<file path="src/rtl/traffic_phase_sched.sv">
// Two-road intersection phase scheduler: green/yellow/clearance sequencing,
// latched pedestrian WALK phase and emergency drain to all-red.
module traffic_phase_sched #(
  parameter int GREEN_T   = 30,
  parameter int YELLOW_T  = 5,
  parameter int CLEAR_T   = 2,
  parameter int WALK_T    = 12,
  parameter int MIN_GREEN = 10,
  parameter int CW        = 6
) (
  input  logic          clk,
  input  logic          rst,
  input  logic          tick,
  input  logic          ped_req,
  input  logic          emerg,
  output logic          ns_red,
  output logic          ns_yellow,
  output logic          ns_green,
  output logic          ew_red,
  output logic          ew_yellow,
  output logic          ew_green,
  output logic          walk,
  output logic [CW-1:0] remain,
  output logic [2:0]    state,
  output logic          ped_pending
);

  typedef enum logic [2:0] {
    S_NS_G  = 3'd0,
    S_NS_Y  = 3'd1,
    S_CLR1  = 3'd2,
    S_EW_G  = 3'd3,
    S_EW_Y  = 3'd4,
    S_CLR2  = 3'd5,
    S_WALK  = 3'd6,
    S_EMERG = 3'd7
  } phase_t;

  localparam logic [CW-1:0] G_LD     = CW'(GREEN_T - 1);
  localparam logic [CW-1:0] Y_LD     = CW'(YELLOW_T - 1);
  localparam logic [CW-1:0] C_LD     = CW'(CLEAR_T - 1);
  localparam logic [CW-1:0] W_LD     = CW'(WALK_T - 1);
  localparam logic [CW-1:0] TRUNC_AT = CW'(GREEN_T - MIN_GREEN);
  localparam logic [CW-1:0] ONE      = CW'(1);

  phase_t cur;
  logic   expire;
  logic   cut_green;
  logic   enter_walk;

  assign state      = cur;
  assign expire     = tick && (remain == '0);
  // A pending walk may end green early once the minimum green has elapsed.
  assign cut_green  = tick && ped_pending && (remain <= TRUNC_AT);
  assign enter_walk = (cur == S_CLR2) && expire && !emerg && ped_pending;

  always_ff @(posedge clk) begin
    if (!rst) begin
      cur         <= S_CLR2;
      remain      <= C_LD;
      ped_pending <= 1'b0;
    end else begin
      if (enter_walk)
        ped_pending <= 1'b0;
      else if (cur != S_WALK && ped_req)
        ped_pending <= 1'b1;

      case (cur)
        S_NS_G, S_EW_G: begin
          if (emerg || cut_green || expire) begin
            cur    <= (cur == S_NS_G) ? S_NS_Y : S_EW_Y;
            remain <= Y_LD;
          end else if (tick) begin
            remain <= remain - ONE;
          end
        end
        S_NS_Y, S_EW_Y: begin
          if (expire) begin
            cur    <= (cur == S_NS_Y) ? S_CLR1 : S_CLR2;
            remain <= C_LD;
          end else if (tick) begin
            remain <= remain - ONE;
          end
        end
        S_CLR1: begin
          if (expire) begin
            cur    <= emerg ? S_EMERG : S_EW_G;
            remain <= emerg ? '0 : G_LD;
          end else if (tick) begin
            remain <= remain - ONE;
          end
        end
        S_CLR2: begin
          if (expire) begin
            if (emerg) begin
              cur    <= S_EMERG;
              remain <= '0;
            end else if (ped_pending) begin
              cur    <= S_WALK;
              remain <= W_LD;
            end else begin
              cur    <= S_NS_G;
              remain <= G_LD;
            end
          end else if (tick) begin
            remain <= remain - ONE;
          end
        end
        S_WALK: begin
          if (emerg) begin
            cur    <= S_EMERG;
            remain <= '0;
          end else if (expire) begin
            cur    <= S_NS_G;
            remain <= G_LD;
          end else if (tick) begin
            remain <= remain - ONE;
          end
        end
        default: begin
          remain <= '0;
          if (!emerg) begin
            cur    <= S_CLR2;
            remain <= C_LD;
          end
        end
      endcase
    end
  end

  always_comb begin
    ns_red    = 1'b1;
    ns_yellow = 1'b0;
    ns_green  = 1'b0;
    ew_red    = 1'b1;
    ew_yellow = 1'b0;
    ew_green  = 1'b0;
    walk      = 1'b0;
    case (cur)
      S_NS_G: begin ns_red = 1'b0; ns_green  = 1'b1; end
      S_NS_Y: begin ns_red = 1'b0; ns_yellow = 1'b1; end
      S_EW_G: begin ew_red = 1'b0; ew_green  = 1'b1; end
      S_EW_Y: begin ew_red = 1'b0; ew_yellow = 1'b1; end
      S_WALK: walk = 1'b1;
      default: ;
    endcase
  end

endmodule

</file>
<file path="config.mk">
export PLATFORM = sky130hd
export DESIGN_NAME = traffic_phase_sched
export DESIGN_NICKNAME = d
export VERILOG_FILES = /design/src/rtl/traffic_phase_sched.sv
export SDC_FILE = /design/constraint.sdc
export NUM_CORES = 1
export LEC_CHECK = 0
export CELL_PAD_IN_SITES_DETAIL_PLACEMENT = 1
export CELL_PAD_IN_SITES_GLOBAL_PLACEMENT = 2
export CORE_ASPECT_RATIO = 0.5
export CORE_UTILIZATION = 27
export CTS_CLUSTER_SIZE = 24
export DETAILED_ROUTE_END_ITERATION = 8
export MAX_ROUTING_LAYER = met4
export PLACE_DENSITY_LB_ADDON = 0.15
export SYNTH_ARGS = -nofsm -noshare
export SYNTH_HDL_FRONTEND = slang
export SYNTH_SLANG_ARGS = --single-unit
</file>
<file path="constraint.sdc">
create_clock -name clk -period 2.4 [get_ports clk]
set_input_delay 0.48 -clock clk [delete_from_list [all_inputs] [get_ports clk]]
set_output_delay 0.48 -clock clk [all_outputs]
set_load 0.005 [all_outputs]
</file>
==> metrics.md <==
| Metric | Value |
|---|---|
| Core area | 0.003083 mm² |
| WS Path Type | flop to primary output |
| Area share of the largest cell type after synthesis | 0.2222 |
| CP Capture Type | primary output |
| Synthesized netlist cell count | 119 |
| Post-synth cell types | 45 |
| Final Hold Vio Count | 0 |
| Slowest CP cell | dfxtp_1 |
| Clk_skew | 0.005118 ns |
| Yosys reg bits | 10 |
| Die area | 0.003586 mm² |
| CP delay by family, top | buffers and inverters |
| Primary FF master, synth | dfxtp_1 |
| Final min period | 2.246 ns |
| Worst-Margin Slew | 0.5680 ns |
| Initial antenna violation count | 0 |
| Max_cap viols | 0 |
| Yosys warns | 0 |
| Clock tree from TritonCTS | done |
| Syn nets | 126 |
| VDD IR max | 0.4121 mV |
| Routed vias | 977 |
| Bufs and invs on worst path | 2 |
| Clk root buf | clkbuf_8 |
| Sw power | 564.9 µW |
| Number of port buffers | 21 |
| Final Net Count | 157 |
| WL/cell | 15.97 µm |
| Post-synth EDFFs | 0 |
| Syn_area_per_cell | 7.570 µm² |
| Clk pwr share | 0.164 |
| WL final | 3018 µm |
| Setup Slack @ Placement | -0.01066 ns |
| Status | complete, no violations |
| Comb pwr share | 0.604 |
| Sequential cell fraction of total power | 0.233 |
| Hold/Removal Path Class | flop to flop |
| # IOs | 22 |
| Clock Latency Late Sink | 0.24 ns |
| Post-route cell area | 0.001265 mm² |
| Die Y | 42.85 µm |
| Cell area after synthesis | 900.9 µm² |
| Sw Share | 0.4217 |
| Clk pin slew, worst setup/hold paths | 0.05 ns |
| Relative slew slack | 0.6173 |
| Antenna viol nets, final | 0 |
| Slew Viols, Final | 0 |
| Final global-route overflow total | 0 |
| All-layer global routing usage | 0.1896 |
| Power Density | 1059 mW/mm² |
| Routability congestion estimate | 0.8500 |
| Dpl hpwl | 2321 µm |
| Worst hold slack | 0.5752 ns |
| WP data arrival | 1.77 ns |
| Asr flop ratio synth | 0 |
| Total power | 1339 µW |
| 1st-iter DRT viols | 60 |
| Worst reg-to-reg setup slack | 0.36 ns |
| CP Cell Sequence | nor2b_2 -> nand2_1 -> inv_1 -> clkdlybuf4s50_1 |
| Largest net degree at the start of global routing | 11 |
| Area contributors post-synth | dfxtp_1 (22%), nand2_1 (5.8%), o21ai_0 (5.6%) |
| Crit path max fanout | 9 |
| Setup ws final | 0.1537 ns |
| Die W | 83.69 µm |
| Fraction of layout cells with a size suffix above 1 | 0.1812 |
| # diodes | 0 |
| RSZ-0062 raised after global routing | no |
| Initial Utilization | 0.2922 |
| Final setup fails | 0 |
| Reg area | 200.2 µm² |
| Filler cell count | 388 |
| P&R area growth vs syn | 40.42% |
| Largest area contributor in the netlist | dfxtp_1 |
| H-tree depth | 1 |
| TritonRoute pass-1 iters | 4 |
| Buffer levels on the longest clock path | 2 |
| Internal power | 774.5 µW |
| P_leak | 0.0004930 µW |
| Drt drc | 0 |
| First-pass GRT wire length | 4968 µm |
| Num CTS Buffers | 3 |
| CP required | 1.92 ns |
| CP Launch Type | flop |
| Sink Count | 10 |
| # rows | 14 |
| Sequential area share after synthesis | 0.2222 |
| Area of the multi-input gates | 629.4 µm² |
| Drt via density | 5.169 |
| Largest stage delay, worst path | 0.49 ns |
| FMAX | 445.2 MHz |
| Post-Layout Cell Count | 189 |
| Post-DP Area | 0.001207 mm² |
| Final period utilization | 0.9359 |
| Number of global-route vias before repair | 962 |
| Placed cells | 185 |
-- sequential cells by signal, indices dropped and copies added (netlist names) --
name	flops
remain	6
state	3
ped_pending	1
-- worst paths after layout --
check | start | to | cells after the start
worst min register to register | remain[5] | remain[5] | 2
worst max-delay path | state[1] | walk | 4
worst max register to register | remain[0] | state[2] | 7
worst min-delay path | remain[5] | remain[5] | 2
-- repair_timing --
action | 4_1_cts | 5_1_grt
setup endpoints to repair | 0 | 1
hold buffers | 0 | 0
resized for setup | 0 | 1
setup buffers | 0 | 0
-- placed cells by master, fill, tap and decap left out, types with 2 or more instances in the layout --
cell type / Yosys / routed
clkdlybuf4s50_1: 0 / 21
nand2_1: 14 / 14
buf_4: 0 / 12
o21ai_0: 10 / 10
dfxtp_1: 10 / 10
inv_1: 8 / 8
nor2_1: 6 / 6
a21oi_1: 6 / 6
nand3_1: 6 / 6
nor3_1: 5 / 5
nor2b_1: 5 / 4
clkbuf_8: 0 / 4
xor2_1: 3 / 3
o2111ai_1: 3 / 3
nor2b_2: 1 / 2
or3_1: 2 / 2
o31ai_1: 2 / 2
a211o_1: 2 / 2
xnor2_1: 2 / 2
o211ai_1: 2 / 2
ha_1: 2 / 2
-- Yosys cell counts, drive strengths merged (2+ instances only) --
cell type and n:
nand3 6, nor3 5, o21ai 10, nor2b 6, o31ai 2, xnor2 2, inv 8, ha 2
a211o 2, xor2 3, o211ai 3, buf 5, or2 2, dfxtp 10, nor4b 2, nand2 15
o2111ai 3, clkbuf 2, nor2 6, a21oi 6, or3 2
-- logic make-up (layout without fill, tap and decap cells) --
kind of cell / after synthesis / after routing / share of synthesized area
AND/OR/NAND/NOR: 51 / 51 / 0.3181
AO/OA/AOI/OAI: 36 / 36 / 0.3014
buffers and inverters: 15 / 45 / 0.08194
flip-flops: 10 / 10 / 0.2222
XOR/XNOR: 5 / 5 / 0.04862
adder cells (fa/ha/maj): 2 / 2 / 0.02777
-- stage by stage --
| step | utilization | TNS, ns |
|---|---|---|
| 3_3_place_gp | 0.3916 | -0.02296 |
| 6_report | 0.4103 | 0 |
| 3_5_place_dp | 0.3916 | -0.01988 |
| 2_1_floorplan | - | 0 |
| 5_1_grt | 0.4103 | 0 |
| 4_1_cts | 0.4095 | 0 |
-- metal layers --
| layer | track usage | vias up | share of wire |
|---|---|---|---|
| li1 | - | 489 | - |
| met1 | 0.2643 | 465 | 0.56 |
| met2 | 0.2715 | 19 | 0.39 |
| met3 | 0.04669 | 4 | 0.034 |
| met4 | 0.05085 | 0 | 0.011 |
| met5 | - | - | 0 |
-- final cells by class --
cell class | count | area share
timing repair buffer | 33 | 0.2374
tap | 40 | 0.03956
clock buffer | 4 | 0.04352
sequential | 10 | 0.1583
inverter | 8 | 0.02374
multi-input combinational | 94 | 0.4975
-- power groups by stage --
stage	Clock, µW	Sequential [µW]	Combinational, µW
after CTS	224	312	810
after global placement	0	317	798
final	219	311	809
after floorplan	0	281	509
after global routing	233	324	891
after detailed placement	0	313	799
-- tightest hold or removal path: cells and delay by family, from the launching register on --
| family | cells | cell delay [ns] |
|---|---|---|
| DFF | 1 | 0.34 |
| xor gates and xnor gates | 1 | 0.16 |
| and+or+nand+nor | 1 | 0.04 |
Power figures use the tool's default switching activity.
